**src/rtl/alu_cmd_sequencer_pkg.sv**
```systemverilog
// Shared types and encodings for the ALU command sequencer.
package alu_seq_pkg;

  typedef enum logic [1:0] {
    IDLE  = 2'b00,
    ISSUE = 2'b01,
    WAIT  = 2'b10,
    RESP  = 2'b11
  } seq_state_t;

  localparam logic [1:0] CLS_ARITH = 2'b00;
  localparam logic [1:0] CLS_LOGIC = 2'b01;
  localparam logic [1:0] CLS_CMP   = 2'b10;
  localparam logic [1:0] CLS_SHIFT = 2'b11;

  // alu_flags is packed {Arith, Logic, CMP, SHIFT}, so the class order is reversed.
  function automatic logic [1:0] flag_index(input logic [1:0] cls);
    return 2'd3 - cls;
  endfunction

endpackage

```
**src/rtl/alu_cmd_sequencer_if.sv**
```systemverilog
// Request, ALU and response signals of the sequencer; slave is the sequencer, master the host/ALU side.
interface alu_cmd_sequencer_if
  import alu_seq_pkg::*;
#(
  parameter int WIDTH = 16,
  parameter int CNT_W = 16
);

  logic                 req_valid;
  logic                 req_ready;
  logic [WIDTH-1:0]     req_a;
  logic [WIDTH-1:0]     req_b;
  logic [3:0]           req_fun;

  logic [WIDTH-1:0]     alu_a;
  logic [WIDTH-1:0]     alu_b;
  logic [3:0]           alu_fun;
  logic [2*WIDTH-1:0]   alu_arith;
  logic [WIDTH-1:0]     alu_logic;
  logic [WIDTH-1:0]     alu_shift;
  logic [1:0]           alu_cmp;
  logic                 alu_carry;
  logic [3:0]           alu_flags;

  logic                 rsp_valid;
  logic                 rsp_ready;
  logic [2*WIDTH-1:0]   rsp_data;
  logic                 rsp_carry;
  logic                 rsp_err;
  logic [CNT_W-1:0]     ops_done;

  modport slave (
    input  req_valid, req_a, req_b, req_fun,
    input  alu_arith, alu_logic, alu_shift, alu_cmp, alu_carry, alu_flags,
    input  rsp_ready,
    output req_ready,
    output alu_a, alu_b, alu_fun,
    output rsp_valid, rsp_data, rsp_carry, rsp_err, ops_done
  );

  modport master (
    output req_valid, req_a, req_b, req_fun,
    output alu_arith, alu_logic, alu_shift, alu_cmp, alu_carry, alu_flags,
    output rsp_ready,
    input  req_ready,
    input  alu_a, alu_b, alu_fun,
    input  rsp_valid, rsp_data, rsp_carry, rsp_err, ops_done
  );

endinterface

```
**src/rtl/alu_cmd_sequencer_result_mux.sv**
```systemverilog
// Picks the result, carry and expected unit flag for the class in ALU_FUN[3:2].
module alu_result_mux
  import alu_seq_pkg::*;
#(
  parameter int WIDTH = 16
) (
  input  logic [1:0]         cls,
  input  logic [2*WIDTH-1:0] arith,
  input  logic [WIDTH-1:0]   logic_out,
  input  logic [WIDTH-1:0]   shift_out,
  input  logic [1:0]         cmp_out,
  input  logic               carry,
  input  logic [3:0]         flags,
  output logic [2*WIDTH-1:0] data,
  output logic               carry_sel,
  output logic               flag_sel
);

  // Zero-extend the narrow unit outputs; carry only has meaning for arith.
  always_comb begin
    data      = {(2*WIDTH){1'b0}};
    carry_sel = 1'b0;
    flag_sel  = flags[flag_index(cls)];
    case (cls)
      CLS_ARITH: begin
        data      = arith;
        carry_sel = carry;
      end
      CLS_LOGIC: data = {{WIDTH{1'b0}}, logic_out};
      CLS_CMP:   data = {{(2*WIDTH-2){1'b0}}, cmp_out};
      CLS_SHIFT: data = {{WIDTH{1'b0}}, shift_out};
      default: begin
        data      = {(2*WIDTH){1'b0}};
        carry_sel = 1'b0;
      end
    endcase
  end

endmodule

```
**src/rtl/alu_cmd_sequencer.sv**
```systemverilog
// One-op-in-flight initiator for the hierarchical ALU: accept, issue, wait out the ALU
// latency, capture the class-selected result and hold it until the consumer takes it.
module alu_cmd_sequencer
  import alu_seq_pkg::*;
#(
  parameter int WIDTH   = 16,
  parameter int ALU_LAT = 1,
  parameter int CNT_W   = 16
) (
  input  logic               clk,
  input  logic               reset_n,
  alu_cmd_sequencer_if.slave bus
);

  localparam int                WAIT_W    = (ALU_LAT > 1) ? $clog2(ALU_LAT) : 1;
  localparam logic [WAIT_W-1:0] WAIT_LOAD = WAIT_W'(ALU_LAT - 1);
  localparam logic [WAIT_W-1:0] WAIT_ZERO = {WAIT_W{1'b0}};
  localparam logic [WAIT_W-1:0] WAIT_ONE  = {{(WAIT_W-1){1'b0}}, 1'b1};
  localparam logic [CNT_W-1:0]  OPS_MAX   = {CNT_W{1'b1}};
  localparam logic [CNT_W-1:0]  OPS_ONE   = {{(CNT_W-1){1'b0}}, 1'b1};

  seq_state_t         state_r;
  logic               req_ready_r;
  logic [WIDTH-1:0]   alu_a_r;
  logic [WIDTH-1:0]   alu_b_r;
  logic [3:0]         alu_fun_r;
  logic [WAIT_W-1:0]  wait_cnt_r;
  logic               rsp_valid_r;
  logic [2*WIDTH-1:0] rsp_data_r;
  logic               rsp_carry_r;
  logic               rsp_err_r;
  logic [CNT_W-1:0]   ops_done_r;

  logic [2*WIDTH-1:0] sel_data_s;
  logic               sel_carry_s;
  logic               sel_flag_s;

  alu_result_mux #(.WIDTH(WIDTH)) u_result_mux (
    .cls       (alu_fun_r[3:2]),
    .arith     (bus.alu_arith),
    .logic_out (bus.alu_logic),
    .shift_out (bus.alu_shift),
    .cmp_out   (bus.alu_cmp),
    .carry     (bus.alu_carry),
    .flags     (bus.alu_flags),
    .data      (sel_data_s),
    .carry_sel (sel_carry_s),
    .flag_sel  (sel_flag_s)
  );

  // Sequencer FSM; every output is a register, alu_* change only on an accept.
  always_ff @(posedge clk) begin
    if (!reset_n) begin
      state_r     <= IDLE;
      req_ready_r <= 1'b0;
      alu_a_r     <= {WIDTH{1'b0}};
      alu_b_r     <= {WIDTH{1'b0}};
      alu_fun_r   <= 4'b0000;
      wait_cnt_r  <= WAIT_ZERO;
      rsp_valid_r <= 1'b0;
      rsp_data_r  <= {(2*WIDTH){1'b0}};
      rsp_carry_r <= 1'b0;
      rsp_err_r   <= 1'b0;
      ops_done_r  <= {CNT_W{1'b0}};
    end else begin
      case (state_r)
        IDLE: begin
          if (bus.req_valid && req_ready_r) begin
            alu_a_r     <= bus.req_a;
            alu_b_r     <= bus.req_b;
            alu_fun_r   <= bus.req_fun;
            req_ready_r <= 1'b0;
            state_r     <= ISSUE;
          end else begin
            req_ready_r <= 1'b1;
          end
        end
        ISSUE: begin
          wait_cnt_r <= WAIT_LOAD;
          state_r    <= WAIT;
        end
        WAIT: begin
          if (wait_cnt_r == WAIT_ZERO) begin
            rsp_data_r  <= sel_data_s;
            rsp_carry_r <= sel_carry_s;
            rsp_err_r   <= ~sel_flag_s;
            rsp_valid_r <= 1'b1;
            state_r     <= RESP;
          end else begin
            wait_cnt_r <= wait_cnt_r - WAIT_ONE;
          end
        end
        RESP: begin
          // Ready rises only on the way back to IDLE, so nothing is accepted in this cycle.
          if (bus.rsp_ready) begin
            rsp_valid_r <= 1'b0;
            req_ready_r <= 1'b1;
            state_r     <= IDLE;
            if (ops_done_r != OPS_MAX) begin
              ops_done_r <= ops_done_r + OPS_ONE;
            end else begin
              ops_done_r <= OPS_MAX;
            end
          end else begin
            rsp_valid_r <= 1'b1;
          end
        end
        default: begin
          state_r     <= IDLE;
          req_ready_r <= 1'b0;
          rsp_valid_r <= 1'b0;
        end
      endcase
    end
  end

  assign bus.req_ready = req_ready_r;
  assign bus.alu_a     = alu_a_r;
  assign bus.alu_b     = alu_b_r;
  assign bus.alu_fun   = alu_fun_r;
  assign bus.rsp_valid = rsp_valid_r;
  assign bus.rsp_data  = rsp_data_r;
  assign bus.rsp_carry = rsp_carry_r;
  assign bus.rsp_err   = rsp_err_r;
  assign bus.ops_done  = ops_done_r;

endmodule

```
**src/flat_wrapper.sv**
```systemverilog
// flat-port wrapper written by rule: the top's interface ports become plain ports
module alu_cmd_sequencer_flat import alu_seq_pkg::*;
#(
  parameter int WIDTH   = 16,
  parameter int ALU_LAT = 1,
  parameter int CNT_W   = 16
)
  (clk, reset_n, bus_req_valid, bus_req_a, bus_req_b, bus_req_fun, bus_alu_arith, bus_alu_logic, bus_alu_shift, bus_alu_cmp, bus_alu_carry, bus_alu_flags, bus_rsp_ready, bus_req_ready, bus_alu_a, bus_alu_b, bus_alu_fun, bus_rsp_valid, bus_rsp_data, bus_rsp_carry, bus_rsp_err, bus_ops_done);
  alu_cmd_sequencer_if #(.WIDTH(WIDTH), .CNT_W(CNT_W)) bus_i ();
  input  logic clk;
  input  logic reset_n;
  input wire logic [$bits(bus_i.req_valid)-1:0] bus_req_valid;
  input wire logic [$bits(bus_i.req_a)-1:0] bus_req_a;
  input wire logic [$bits(bus_i.req_b)-1:0] bus_req_b;
  input wire logic [$bits(bus_i.req_fun)-1:0] bus_req_fun;
  input wire logic [$bits(bus_i.alu_arith)-1:0] bus_alu_arith;
  input wire logic [$bits(bus_i.alu_logic)-1:0] bus_alu_logic;
  input wire logic [$bits(bus_i.alu_shift)-1:0] bus_alu_shift;
  input wire logic [$bits(bus_i.alu_cmp)-1:0] bus_alu_cmp;
  input wire logic [$bits(bus_i.alu_carry)-1:0] bus_alu_carry;
  input wire logic [$bits(bus_i.alu_flags)-1:0] bus_alu_flags;
  input wire logic [$bits(bus_i.rsp_ready)-1:0] bus_rsp_ready;
  output wire logic [$bits(bus_i.req_ready)-1:0] bus_req_ready;
  output wire logic [$bits(bus_i.alu_a)-1:0] bus_alu_a;
  output wire logic [$bits(bus_i.alu_b)-1:0] bus_alu_b;
  output wire logic [$bits(bus_i.alu_fun)-1:0] bus_alu_fun;
  output wire logic [$bits(bus_i.rsp_valid)-1:0] bus_rsp_valid;
  output wire logic [$bits(bus_i.rsp_data)-1:0] bus_rsp_data;
  output wire logic [$bits(bus_i.rsp_carry)-1:0] bus_rsp_carry;
  output wire logic [$bits(bus_i.rsp_err)-1:0] bus_rsp_err;
  output wire logic [$bits(bus_i.ops_done)-1:0] bus_ops_done;
  assign bus_i.req_valid = bus_req_valid;
  assign bus_i.req_a = bus_req_a;
  assign bus_i.req_b = bus_req_b;
  assign bus_i.req_fun = bus_req_fun;
  assign bus_i.alu_arith = bus_alu_arith;
  assign bus_i.alu_logic = bus_alu_logic;
  assign bus_i.alu_shift = bus_alu_shift;
  assign bus_i.alu_cmp = bus_alu_cmp;
  assign bus_i.alu_carry = bus_alu_carry;
  assign bus_i.alu_flags = bus_alu_flags;
  assign bus_i.rsp_ready = bus_rsp_ready;
  assign bus_req_ready = bus_i.req_ready;
  assign bus_alu_a = bus_i.alu_a;
  assign bus_alu_b = bus_i.alu_b;
  assign bus_alu_fun = bus_i.alu_fun;
  assign bus_rsp_valid = bus_i.rsp_valid;
  assign bus_rsp_data = bus_i.rsp_data;
  assign bus_rsp_carry = bus_i.rsp_carry;
  assign bus_rsp_err = bus_i.rsp_err;
  assign bus_ops_done = bus_i.ops_done;
  alu_cmd_sequencer #(.WIDTH(WIDTH), .ALU_LAT(ALU_LAT), .CNT_W(CNT_W)) u_core (.clk(clk), .reset_n(reset_n), .bus(bus_i));
endmodule
```
**config.mk**
```make
export PLATFORM = sky130hd
export DESIGN_NAME = alu_cmd_sequencer_flat
export DESIGN_NICKNAME = d
export VERILOG_FILES = /design/src/rtl/alu_cmd_sequencer_pkg.sv /design/src/rtl/alu_cmd_sequencer_if.sv /design/src/rtl/alu_cmd_sequencer_result_mux.sv /design/src/rtl/alu_cmd_sequencer.sv /design/src/flat_wrapper.sv
export SDC_FILE = /design/constraint.sdc
export NUM_CORES = 1
export LEC_CHECK = 0
export BUFFER_PORTS_ARGS = -buffer_cell sky130_fd_sc_hd__buf_4
export CAP_MARGIN = 20
export CORE_MARGIN = 2
export CORE_UTILIZATION = 24
export DETAILED_ROUTE_END_ITERATION = 10
export SYNTH_ARGS = -nofsm -noshare
export SYNTH_HDL_FRONTEND = slang
export SYNTH_SLANG_ARGS = --single-unit
```
**constraint.sdc**
```tcl
create_clock -name clk -period 1.6 [get_ports clk]
set_input_delay 0.32 -clock clk [delete_from_list [all_inputs] [get_ports clk]]
set_output_delay 0.32 -clock clk [all_outputs]
set_load 0.05 [all_outputs]
```
### Yosys cells after proc, flatten, opt, wreduce, memory -nomap -nowiden

Index checks and enable logic that the tools add are counted.
Widths: inputs -> output; s select.

| storage, ports and cells | value |
|---|---|
| flip-flop bits (word level) | 91 |
| latch bits | 0 |
| memory bits (writable) | 0 |
| bits in read-only memories | 0 |
| output and inout bits | 88 |
| memories kept | 0 |

| operators by class | value |
|---|---|
| add/sub/neg operators | 3 |
| multiply operators | 0 |
| divide/modulo/power cells | 0 |
| order comparisons | 1 |
| equal/unequal tests | 10 |
| shift-type cells | 0 |
| multiplexer cells | 17 |
| bitwise logic cells | 2 |
| reduce and logical (&&, ||, !) cells | 12 |

Operators with widths:

| kind | count |
|---|---|
| $pmux 32 s4 | 1 |
| $add 16x1->16 const B | 1 |
| $mux 16 | 1 |
| $ne 16x16->1 const B | 1 |
| $reduce_and 2->1 | 5 |
| $eq 2x2->1 const B | 4 |
| $pmux 2 s4 | 1 |
| $mux 1 | 7 |
| $mux 2 | 3 |
| $pmux 1 s2 | 3 |
| $reduce_bool 2->1 | 3 |
| $eq 2x1->1 const B | 2 |
| $logic_not 2->1 | 2 |
| $ne 2x2->1 const B | 2 |
| $lt 2x3->1 const B | 1 |
| $reduce_and 3->1 | 1 |
| $bmux 1 s2 | 1 |
| $ne 2x1->1 const B | 1 |
| $not 1->1 | 2 |
| $sub 2x2->2 const A | 1 |
| $logic_and 1x1->1 | 1 |
| $sub 1x1->1 const B | 1 |

### Longest topological paths before layout

Gate-level depths: netlist of run 1.

| depth | value |
|---|---|
| word-level depth | 4 |
| gate-level depth with buffers | 7 |
| depth with buffers taken out | 6 |

### Cells and area by module

Synthesis of run 1 repeated with hierarchy kept, for this count alone.

| unflattened totals | value |
|---|---|
| cells, all modules | 435 |
| area total of the unflattened synthesis | 3925.0 µm² |

By module, submodules not included:

| module | instances | cells an instance | area each (µm²) | seq. area each (µm²) |
|---|---|---|---|---|
| alu_cmd_sequencer | 1 | 378 | 3404.5 | 1801.7 |
| alu_result_mux | 1 | 57 | 520.5 | 0.0 |

### Least setup slack after synthesis of run 1

No wires, ideal clock.

| path | value |
|---|---|
| path type | reg-to-reg |
| from | register u_core.ops_done_r[5] (netlist: u_core.bus.ops_done[5]) |
| to | register u_core.ops_done_r[15] (netlist: u_core.bus.ops_done[15]) |
| arrival time | 1892 ps |
| required time | 1478 ps |
| path slack | -414 ps |
| stages on the path, launching flop included | 4 |
| buffers on the path | 0 |
| period minus slack after synthesis | 2014 ps |
| path through | dfxtp_1 nand4_4 or4_4 o311a_1 |

| on the way | value |
|---|---|
| cells in the longest elaborated chain, start to end | 2 |

Ends and longest elaborated chain:

| what | RTL line | text |
|---|---|---|
| from (decl) | alu_cmd_sequencer.sv:32 | `logic [CNT_W-1:0] ops_done_r;` |
| from (signal assigned) | alu_cmd_sequencer.sv:64 | `ops_done_r <= {CNT_W{1'b0}};` |
| from (signal assigned) | alu_cmd_sequencer.sv:100 | `ops_done_r <= ops_done_r + OPS_ONE;` |
| $add 16x1->16 / $ne 16x16->1 (equally long branches) | alu_cmd_sequencer.sv:100, alu_cmd_sequencer.sv:99 |  |
| $mux 16 * | alu_cmd_sequencer.sv:99 | `if (ops_done_r != OPS_MAX) begin` |

Every way passes the cells marked *; elsewhere a longest branch is shown, timed or not.
A chain may end at the register's enable or synchronous reset.

### Worst setup path after layout of run 1

| path | value |
|---|---|
| from | register u_core.ops_done_r[3] (netlist: u_core.bus.ops_done[3]) |
| to | register u_core.ops_done_r[15] (netlist: u_core.bus.ops_done[15]) |

The elaborated chain is that of the path after synthesis.

==> run summary, run 1 <==
Combinational Power Share: 40.1%
Clk pin slew, worst setup/hold paths: 0.07 ns
Layout Nets: 769
Inserted Diodes: 0
Initial DRC Count: 137
Total Die Area: 16,700 um^2
filler cell count: 1,567
buffer and inverter count on the worst path: 0
Final setup viols: 0
footprint of the multi-input gates: 1900 um^2
Routed WL per cell: 13.9 um
DRC violations left: 0
DP HPWL: 8.98 mm
Ys Warns: 0
crit-path cells: nand4_1, or4_4, o311a_1
width of the die: 129 um
Crit-path slowest cell: or4_4
Worst EP arrival: 1.76 ns
initial antenna violation count: 0
sequential element share of the synthesized area: 47.9%
fin crit share: 95.3%
Top Ports: 199
max_cap viols: 0
hold bufs inserted after CTS: 0
routability cong.: 0.814
Reg power frac: 33.2%
global-route wire length before repair: 18.9 mm
Clock Skew: 0.00552 ns
Critical Path Max Stage Delay: 0.54 ns
top post-synthesis cells by area: dfxtp_1, a21oi_1, nand2_1, nor2_1, mux2i_1
area leader, netlist: dfxtp_1
Crit Path Max Fanout: 5
Root Driver: clkbuf_16
path category of the worst min-delay check: input port to register
Area after DPL: 5650 um^2
switching power of the nets: 3330 uW
layout cells sized above 1: 41.4%
vias in the first global route: 3,731
fin. max-slew vios: 0
drt first pass iters: 4
global route overflow: 0
pin count of the biggest net entering global routing: 51
PwrDens: 1400 nW/um^2
Num CTS Buffers: 9
sequential cell area: 1840 um^2
clk sink count: 90
CTS tree: yes
htree depth: 3
Top Family by Delay on Critical Path: simple AND/OR/NAND/NOR gates
Initial Util: 24.6%
f_max: 0.656 GHz
DR vias: 3,840
number of I/O port buffers: 198
Worst-Margin Slew: 0.416 ns
flop and latch count out of synthesis: 90
Clock Path Buffers: 2
Final Cell Area: 6070 um^2
total track usage: 14.4%
VDD IR max: 691 uV
# rows: 45
internal power: 5160 uW
Antenna Nets Post-Route: 0
Post-Syn Instances: 451
Netlist cell types: 40
Setup Crit Path Kind: register to register
post-synth top area share: 47.9%
Slew headroom: 72.2%
Worst setup EP type: register
Cell Area, Synth: 3760 um^2
syn nets: 566
crit path time final: 1.52 ns
Req. time, crit path: 1.83 ns
latest clock arrival within the worst-skew pair: 0.34 ns
via/cell ratio: 4.41
Final Hold Viols: 0
synthesized area per cell: 8.33 um^2
chip height: 129 um
fin util: 39.8%
Layout area overhead: 61.4%
Sw Ratio: 39.2%
clock share of power: 26.7%
detailed-route wire length: 12.1 mm
leakage power figure: 0.00261 uW
Core Footprint: 15,300 um^2
Worst setup SP type: register
outcome: finished clean
## sequential cells by signal, indices dropped and copies added, names as in the netlist
name,flops
u_core.bus.alu_a,16
u_core.bus.alu_b,16
u_core.bus.alu_fun,4
u_core.bus.ops_done,16
u_core.bus.req_ready,1
u_core.bus.rsp_carry,1
u_core.bus.rsp_data,32
u_core.bus.rsp_err,1
u_core.bus.rsp_valid,1
u_core.state_r,2
## cells in the mapped netlist (all sizes together)
| master | number |
|---|---|
| a211oi | 16 |
| a21oi | 75 |
| a31oi | 4 |
| a41o | 1 |
| and2 | 2 |
| and3 | 3 |
| and3b | 1 |
| and4b | 1 |
| buf | 3 |
| clkbuf | 25 |
| dfxtp | 90 |
| ha | 4 |
| inv | 5 |
| mux2i | 17 |
| mux4 | 3 |
| nand2 | 79 |
| nand2b | 1 |
| nand3 | 7 |
| nand4 | 3 |
| nor2 | 58 |
| nor2b | 18 |
| nor3 | 10 |
| nor3b | 1 |
| nor4 | 4 |
| o21a | 1 |
| o21ai | 7 |
| o21bai | 1 |
| o22ai | 1 |
| o311a | 1 |
| or2 | 1 |
| or4 | 1 |
| xnor2 | 5 |
| xor2 | 2 |
## placed cells by master, fill, tap and decap left out, types with 3 or more instances in the layout
cell type	instances
a31oi_1	4
a211oi_1	16
xnor2_1	5
nor2_1	58
dfxtp_2	10
nand3_1	6
nor2b_1	18
nor3_1	10
clkbuf_16	10
nand2_1	77
and3_1	3
inv_1	4
o21ai_0	6
dfxtp_4	8
a21oi_1	74
mux4_2	3
buf_4	213
mux2i_1	17
buf_12	5
dfxtp_1	72
## cells by family (layout without fill, tap and decap cells)
group	after synthesis	after routing	share of synthesized area, %
AO/OA/AOI/OAI	107	107	15.9
multiplexers	20	20	6.32
flip-flops	90	90	47.9
adder cells (fa/ha/maj)	4	4	1.33
XOR/XNOR	7	7	1.63
buffers and inverters	33	241	3.36
AND/OR/NAND/NOR	190	190	23.5
## layer usage
metal  vias to the layer above  part of all wire, %  global-route usage (%)
met5                         -                    0                       0
met4                         0                  1.3                    4.48
met3                        14                  7.0                    5.41
met2                       100                   52                    25.0
met1                      1777                   40                    16.5
li1                       1949                    -                       -
## per-stage QoR
stage                     power, uW  setup TNS, ns  std cells  setup slack, ns  hold WS, ns
final                          8490              0        870           0.0751        0.199
after global routing           8970        -0.0544        870          -0.0285        0.191
after CTS                      8610              0        867           0.0260        0.177
after detailed placement       6260         -0.609        850          -0.0628        0.447
after global placement         6180              0        850          0.00244        0.444
after floorplan                5070        -0.0631        451          -0.0631        0.448
## final cells by class
type | count | area share, %
Multi-Input combinational cell | 328 | 31.3
Sequential cell | 90 | 30.4
Timing Repair Buffer | 220 | 28.4
Clock buffer | 11 | 4.35
Tap cell | 211 | 4.35
Clock inverter | 5 | 0.949
Inverter | 5 | 0.309
## final timing paths
path	end	cells after the start	slack [ns]	start
worst max-delay path	u_core.bus.ops_done[15]	3	0.08	u_core.bus.ops_done[3]
worst max register to register	u_core.bus.ops_done[15]	3	0.08	u_core.bus.ops_done[3]
worst min register to register	u_core.bus.alu_a[7]	2	0.46	u_core.bus.alu_a[7]
worst min-delay path	u_core.bus.rsp_data[18]	3	0.20	bus_alu_arith[18]
## worst min-delay path, stage by stage
cell	delay, ns
buf_4	0.08
a21oi_1	0.05
nor2_1	0.07
## timing repair
item / 4_1_cts / 5_1_grt
setup endpoints to repair: 19 / 30
gates resized for setup: 2 / 11
buffers inserted: 1 / 3
gates cloned: 0 / 0
pin swaps: 1 / 4
## power by group through the flow
stage	clock (uW)	combinational (uW)	sequential, uW
after CTS	2360	3430	2830
after floorplan	0	1060	4010
after global routing	2440	3660	2870
after global placement	0	3330	2850
after detailed placement	0	3390	2870
final	2270	3410	2820
No activity file was read; power rests on OpenSTA's default activity.
==> run 2: changes to the inputs <==
==> constraint.sdc (replaced) <==
create_clock -name clk -period 1.8 [get_ports clk]
set_input_delay 0.36 -clock clk [delete_from_list [all_inputs] [get_ports clk]]
set_output_delay 0.36 -clock clk [all_outputs]
set_load 0.05 [all_outputs]
==> run summary, run 2 (synthesized netlist as in run 1, its figures left out) <==
Worst EP arrival: 1.96 ns
clk sink count: 90
DR vias: 3,909
grt met1 use: 17.6%
Initial Util: 24.6%
commonest cells after routing, fill and taps aside: buf_4, dfxtp_1, nand2_1
post_cts resized: 0
outcome: finished clean
Hold Slack: 0.241 ns
vias in the first global route: 3,874
Top Usage Layer GRT: met2
Setup Crit Path Kind: register to register
Final Hold Viols: 0
post-route setup TNS: 0 ns
Initial DRC Count: 141
Worst setup EP type: register
Core Footprint: 15,300 um^2
total track usage: 15.0%
Clock Path Buffers: 2
max reg flops: 32
latest clock arrival within the worst-skew pair: 0.34 ns
# rows: 45
Slew headroom: 68.4%
most common cell after layout, fill and taps aside: buf_4
max_cap viols: 0
Total Die Area: 16,700 um^2
DP HPWL: 9.31 mm
RSZ-0062 raised after global routing: false
global route overflow: 0
Layout Nets: 764
Crit Path Max Fanout: 3
layout cells sized above 1: 38.4%
setup slack at placement: 0.0707 ns
f_max: 0.575 GHz
Req. time, crit path: 2.03 ns
Layout area overhead: 57.3%
Worst-Margin Slew: 0.471 ns
VDD IR max: 647 uV
Clk pin slew, worst setup/hold paths: 0.07 ns
Worst setup SP type: register
M3 GR Usage: 6.19%
DRC violations left: 0
via/cell ratio: 4.52
Antenna Nets Post-Route: 0
drt first pass iters: 5
Final Cell Area: 5910 um^2
initial antenna violation count: 0
pin count of the biggest net entering global routing: 58
Clock Skew: 0.00500 ns
path category of the worst min-delay check: input port to register
PwrDens: 1260 nW/um^2
global-route wire length before repair: 19.6 mm
Final setup viols: 0
Pwr Total: 7430 uW
Routed WL per cell: 14.3 um
chip height: 129 um
crit path time final: 1.74 ns
Num CTS Buffers: 9
Inserted Diodes: 0
Top Ports: 199
number of setup buffers added after CTS: 0
detailed-route wire length: 12.4 mm
number of I/O port buffers: 198
M2 GR Usage: 25.6%
setup ws final: 0.0615 ns
fin. max-slew vios: 0
leakage power figure: 0.00255 uW
hold bufs inserted after CTS: 0
routability cong.: 0.810
Area after DPL: 5590 um^2
width of the die: 129 um
htree depth: 3
fin crit share: 96.6%
Root Driver: clkbuf_16
CTS tree: yes
==> run 2: changes by cell type in the layout (fill, tap and decap cells not counted), moves of 3 or more <==
cell,change
ha_1,+3
buf_4,-3
dfxtp_1,+9
dfxtp_4,-8
==> run 2: final cells by class <==
type                       count  area, um^2
clock buffer                  12         256
clock inverter                 4        50.0
fill                        1557        9350
inverter                       5        18.8
multi-input combinational    328        1830
sequential                    90        1810
tap                          211         264
timing repair buffer         215        1680
==> run 2: routing by layer <==
layer / wire length (um) / vias up / share of wire, %
li1: - / 1929 / -
met1: 5160 / 1832 / 42
met2: 6020 / 142 / 49
met3: 1120 / 6 / 9.0
met4: 94 / 0 / 0.76
met5: 0 / - / 0
==> run 2: worst max-delay path, stage by stage, from the launching register on <==
cell and delay (ns):
dfxtp_1 0.35, ha_1 0.22, nand4_2 0.14, or4_4 0.55, o311a_1 0.36
==> run 2: power breakdown <==
part	leakage, uW	switching, uW	internal [uW]
clock network	0.000145	779	1150
registers	0.000734	201	2310
logic	0.00167	1950	1040
==> run 2: path summary, 6_finish.rpt <==
path | cells past startpoint | slack [ns] | start | endpoint
worst max register to register | 4 | 0.06 | u_core.state_r[0] | u_core.bus.ops_done[15]
worst min-delay path | 3 | 0.24 | bus_alu_arith[29] | u_core.bus.rsp_data[29]
worst min register to register | 2 | 0.46 | u_core.bus.alu_a[4] | u_core.bus.alu_a[4]
worst max-delay path | 4 | 0.06 | u_core.state_r[0] | u_core.bus.ops_done[15]
==> run 2: through the flow <==
stage                     instances  utilization, %
after floorplan                 451               -
after global placement          847            36.6
after detailed placement        847            36.6
after CTS                       863            38.6
after global routing            865            38.7
final                           865            38.7
